--- config.mk ---
export PLATFORM = sky130hd
export DESIGN_NAME = matrix_scanner_flat
export DESIGN_NICKNAME = d
export VERILOG_FILES = /design/src/rtl/matrix_scanner_if.sv /design/src/rtl/matrix_scanner.sv /design/src/flat_wrapper.sv
export SDC_FILE = /design/constraint.sdc
export NUM_CORES = 1
export LEC_CHECK = 0
export ABC_AREA = 1
export BUFFER_PORTS_ARGS = -buffer_cell sky130_fd_sc_hd__buf_2
export CAP_MARGIN = 20
export CORE_MARGIN = 2
export CORE_UTILIZATION = 62
export DETAILED_ROUTE_END_ITERATION = 8
export PLACE_DENSITY_LB_ADDON = 0.05
export SLEW_MARGIN = 20
export SYNTH_ARGS = -nofsm -noshare
export SYNTH_HDL_FRONTEND = slang
export SYNTH_SLANG_ARGS = --single-unit
--- constraint.sdc ---
create_clock -name i_clk -period 2.5 [get_ports i_clk]
set_input_delay 0.125 -clock i_clk [delete_from_list [all_inputs] [get_ports i_clk]]
set_output_delay 0.125 -clock i_clk [all_outputs]
set_load 0.01 [all_outputs]
--- src/rtl/matrix_scanner_if.sv ---
// rtl/matrix_scanner_if.sv - framebuffer write/readback and LED matrix drive signals for matrix_scanner
interface matrix_scanner_if;
  logic        wr_en;
  logic [2:0]  wr_row;
  logic [3:0]  wr_col;
  logic        wr_val;
  logic        clr;
  logic [2:0]  rd_row;
  logic [3:0]  rd_col;
  logic        rd_pixel;
  logic [7:0]  MATRIX_ROW;
  logic [15:0] MATRIX_COL;
  logic        frame_done;

  modport master (
    output wr_en, wr_row, wr_col, wr_val, clr, rd_row, rd_col,
    input  rd_pixel, MATRIX_ROW, MATRIX_COL, frame_done
  );

  modport slave (
    input  wr_en, wr_row, wr_col, wr_val, clr, rd_row, rd_col,
    output rd_pixel, MATRIX_ROW, MATRIX_COL, frame_done
  );
endinterface

--- src/rtl/matrix_scanner.sv ---
// rtl/matrix_scanner.sv - 8x16 framebuffer with row-multiplexed LED matrix scan
// MATRIX_SCANNER_BLANK_EN inserts one dark BLANK cycle before each row is shown.
module matrix_scanner #(
  parameter int ROW_DIV = 1024
) (
  input  logic           i_clk,
  input  logic           i_reset,
  matrix_scanner_if.slave bus
);

  localparam logic [0:0]  ST_BLANK = 1'b0;
  localparam logic [0:0]  ST_SHOW  = 1'b1;
  localparam logic [15:0] DIV_LAST = 16'(ROW_DIV - 1);
`ifdef MATRIX_SCANNER_BLANK_EN
  localparam logic [0:0]  ST_RESET = ST_BLANK;
`else
  localparam logic [0:0]  ST_RESET = ST_SHOW;
`endif

  logic [15:0] r_fb [8];
  logic        r_rd_pixel;
  logic [2:0]  r_row;
  logic [15:0] r_div;
  logic [0:0]  r_state;
  logic [15:0] r_mcol;

  logic        w_show;
  logic        w_last;
  logic [2:0]  w_row_next;

  assign w_show     = (r_state == ST_SHOW);
  assign w_last     = w_show && (r_div == DIV_LAST);
  assign w_row_next = r_row + 3'd1;

  always_ff @(posedge i_clk) begin
    if (i_reset) begin
      for (int i = 0; i < 8; i++) r_fb[i] <= 16'd0;
      r_rd_pixel <= 1'b0;
      r_row      <= 3'd0;
      r_div      <= 16'd0;
      r_state    <= ST_RESET;
      r_mcol     <= 16'd0;
    end else begin
      // Readback samples the pre-write contents, so a same-cycle write is not visible.
      r_rd_pixel <= r_fb[bus.rd_row][bus.rd_col];
      if (bus.clr) begin
        for (int i = 0; i < 8; i++) r_fb[i] <= 16'd0;
      end else if (bus.wr_en) begin
        r_fb[bus.wr_row][bus.wr_col] <= bus.wr_val;
      end

      case (r_state)
        ST_BLANK: begin
          r_state <= ST_SHOW;
          r_div   <= 16'd0;
          r_mcol  <= r_fb[r_row];
        end
        default: begin
          if (w_last) begin
            r_row <= w_row_next;
            r_div <= 16'd0;
`ifdef MATRIX_SCANNER_BLANK_EN
            r_state <= ST_BLANK;
`else
            r_mcol  <= r_fb[w_row_next];
`endif
          end else begin
            r_div <= r_div + 16'd1;
          end
        end
      endcase
    end
  end

  // Drive outputs are forced dark while reset is held, even before the reset edge lands.
  assign bus.MATRIX_ROW = (w_show && !i_reset) ? (8'd1 << r_row) : 8'd0;
  assign bus.MATRIX_COL = (w_show && !i_reset) ? r_mcol : 16'd0;
  assign bus.frame_done = w_last && (r_row == 3'd7) && !i_reset;
  assign bus.rd_pixel   = r_rd_pixel;

endmodule

--- src/flat_wrapper.sv ---
// flat-port wrapper written by rule: the top's interface ports become plain ports
module matrix_scanner_flat 
#(
  parameter int ROW_DIV = 1024
)
  (i_clk, i_reset, bus_wr_en, bus_wr_row, bus_wr_col, bus_wr_val, bus_clr, bus_rd_row, bus_rd_col, bus_rd_pixel, bus_MATRIX_ROW, bus_MATRIX_COL, bus_frame_done);
  matrix_scanner_if bus_i ();
  input  logic i_clk;
  input  logic i_reset;
  input wire logic [$bits(bus_i.wr_en)-1:0] bus_wr_en;
  input wire logic [$bits(bus_i.wr_row)-1:0] bus_wr_row;
  input wire logic [$bits(bus_i.wr_col)-1:0] bus_wr_col;
  input wire logic [$bits(bus_i.wr_val)-1:0] bus_wr_val;
  input wire logic [$bits(bus_i.clr)-1:0] bus_clr;
  input wire logic [$bits(bus_i.rd_row)-1:0] bus_rd_row;
  input wire logic [$bits(bus_i.rd_col)-1:0] bus_rd_col;
  output wire logic [$bits(bus_i.rd_pixel)-1:0] bus_rd_pixel;
  output wire logic [$bits(bus_i.MATRIX_ROW)-1:0] bus_MATRIX_ROW;
  output wire logic [$bits(bus_i.MATRIX_COL)-1:0] bus_MATRIX_COL;
  output wire logic [$bits(bus_i.frame_done)-1:0] bus_frame_done;
  assign bus_i.wr_en = bus_wr_en;
  assign bus_i.wr_row = bus_wr_row;
  assign bus_i.wr_col = bus_wr_col;
  assign bus_i.wr_val = bus_wr_val;
  assign bus_i.clr = bus_clr;
  assign bus_i.rd_row = bus_rd_row;
  assign bus_i.rd_col = bus_rd_col;
  assign bus_rd_pixel = bus_i.rd_pixel;
  assign bus_MATRIX_ROW = bus_i.MATRIX_ROW;
  assign bus_MATRIX_COL = bus_i.MATRIX_COL;
  assign bus_frame_done = bus_i.frame_done;
  matrix_scanner #(.ROW_DIV(ROW_DIV)) u_core (.i_clk(i_clk), .i_reset(i_reset), .bus(bus_i));
endmodule
==> flow_summary.toml <==
[run_status]
status = "complete, no violations"

[global_routing]
grtUsageTotal = 0.3325
grt_first_pass_wirelength_um = 42090
overflow = 0
grt_pass1_vias = 8069
grt_max_degree = 129
antenna_found_initial = 0

[route]
drt-initial-drc-count = 1356
remaining_drc_errors = 0
wl_um = 27200
vias = 8957
via_per_inst = 6.048
avgRoutedWirePerCell_um = 18.37
drtPass1Iterations = 6
postRouteAntennaNets = 0

[floorplan]
die_y_um = 129.2
initial_core_util = 0.6367
die-width_um = 129.2
ioPinCount = 45
placementRows = 45
dieArea_mm2 = 0.01668
core_mm2 = 0.01526

[sta]
finalSetupViolCount = 0
skew_ns = 0.007749
post-route-period-util = 0.9122
finalHoldViolations = 0
maxSlewHeadroom = 0.3847
drv_slew = 0
timing.fmax_mhz = 438.5
timing.final.crit_period_ns = 2.281
worst_slew_pin_slew_ns = 0.9220
setup_tns_ns = 0

[placement]
place_area_mm2 = 0.01006
gp_congestion = 0.8676
hpwl_um = 16140
portBuffers = 44
placed_cells = 1448

[cts]
cts_setup_buffers = 0
clock-sinks = 164
clock_latency_ns = 0.43
ctsRootBufferMaster = "clkbuf_16"
cts_tree = "built"
ctsLongestPathBuffers = 2
clk_pin_slew_ns = 0.06
cts_buffers = 17
htree_levels = 4

[setup_path]
cpLargestDelayFamily = "simple AND/OR/NAND/NOR gates"
worst-path-buf-inv = 1
critPathMostFrequentCell = "nand2_1"
worstSetupPathType = "reg -> out"
start_kind = "register"
max_stage_delay_ns = 0.35
worstSetupEndpointType = "primary output"
path_cells = "ha_1 > nand2_1 > nor2_2 > nand2_2 > nor2_4 > nand3_2 > nor3_4 > nand2_1 > nor4b_2 > buf_2"
crit_slowest_cell = "dfxtp_1"
critPathMaxFanout = 4
crit_required_ns = 2.38
cp.arrival_ns = 2.16

[job]
cap_violations = 0

[final_layout]
layout_common_cells = "nand2_1, nor2_1, edfxtp_1, nand3_1, o21ai_0"
drive_above_1_share = 0.1165
instances_no_fill = 1481
fin_nets = 1283
area_growth_syn_to_layout_pct = 9.763
finalInstanceArea_mm2 = 0.01066
layout_commonest_cell = "nand2_1"
n_antenna_cell = 0

[yosys]
synth_cells = 1256
yosys_warnings = 0
synth_top_area_cell = "edfxtp_1"
syn_nets = 1282
ys_async_sr_fraction = 0
ys_seq_area_frac = 0.4699
avgSynthCellArea_um2 = 7.734
synth-edff-count = 128
synth_top_cell_area_share = 0.3957
syn_area_mm2 = 0.009714
ys_ff_latch = 164
synth-main-ff-cell = "edfxtp_1"
ys_types = 37
synth_area_leaders = "edfxtp_1, nand2_1, dfxtp_1, nor2_1, nand3_1"

[power]
ir_worst_vdd_uv = 495.1
p_per_area_mw_per_mm2 = 586.5
report.power.total_w = 0.006253
leakage_nw = 4.085

[min_path]
min_path_type = "in -> reg"
-- cells by family (layout without fill, tap and decap cells) --
kind of cell / count (synthesis) / count (layout) / share of synthesized area
flops: 164 / 164 / 0.4699
buf+inv: 150 / 164 / 0.06672
simple gates: 799 / 799 / 0.3533
fa+ha+maj: 7 / 7 / 0.009016
compound gates: 99 / 99 / 0.06363
mux: 32 / 32 / 0.03297
xor+xnor: 5 / 5 / 0.004509
-- power breakdown --
| part | internal (W) | switching (W) |
|---|---|---|
| Sequential | 0.00305 | 0.0000638 |
| Combinational | 0.000155 | 0.000397 |
| Clock | 0.00155 | 0.00104 |
-- registers in the layout (all words and copies together) (netlist names) --
register,flops
u_core.r_row,3
u_core.r_mcol,16
u_core.bus.rd_pixel,1
u_core.r_div,16
u_core.r_fb,128
-- tightest hold or removal path, stage by stage --
cell and delay, ns:
buf_2 0.12, nand3_1 0.08, nand3_1 0.07, nand2_1 0.06
nor2_1 0.03
-- synth_stat cells, drive strengths merged (4+ instances only) --
| master | n |
|---|---|
| a21oi | 8 |
| nor3 | 28 |
| nand4 | 17 |
| dfxtp | 36 |
| o221ai | 32 |
| o21ai | 58 |
| nand2 | 420 |
| nor3b | 4 |
| clkbuf | 53 |
| mux2i | 32 |
| inv | 59 |
| nor2 | 204 |
| ha | 7 |
| nand3 | 123 |
| edfxtp | 128 |
| buf | 36 |
-- per-stage QoR --
step | util | hold WS (ns) | worst slack (ns)
global placement | 0.6595 | 0.3818 | 0.4598
CTS | 0.6984 | 0.07941 | 0.1880
global route | 0.6988 | 0.1347 | -0.01247
finish | 0.6988 | 0.09864 | 0.2195
detailed placement | 0.6595 | 0.3753 | 0.4063
floorplan | - | 0.2590 | 0.3102
-- worst paths after layout --
kind	cells past startpoint	end	from	slack, ns
worst min register to register	1	u_core.r_div[0]	u_core.r_div[0]	0.45
worst max register to register	10	u_core.r_mcol[1]	u_core.r_div[0]	0.39
worst max-delay path	10	bus_frame_done	u_core.r_div[0]	0.22
worst min-delay path	5	u_core.bus.rd_pixel	bus_rd_col[2]	0.1
-- layer usage --
| layer | wire length, µm | global-route usage | vias up |
|---|---|---|---|
| li1 | - | - | 4173 |
| met1 | 10690 | 0.4630 | 4124 |
| met3 | 3647 | 0.07102 | 68 |
| met5 | 0 | 0 | - |
| met4 | 644 | 0.1170 | 0 |
| met2 | 12220 | 0.5195 | 592 |
-- timing repair --
action	CTS	global route
endpoints found under the setup margin	0	1
resized for setup	0	1
endpoints found under the hold margin	1	0
hold buffers	1	0
-- cell type report --
class	instances	area, µm²
clock inverters	2	10.01
inverters	61	242.7
clock buffers	30	574.3
repair buffers	71	488.0
multi-input cells	942	4518
fillers	1228	4596
well taps	211	264.0
flip-flops and latches	164	4566
Note: power is estimated with default switching activity, not from simulation.
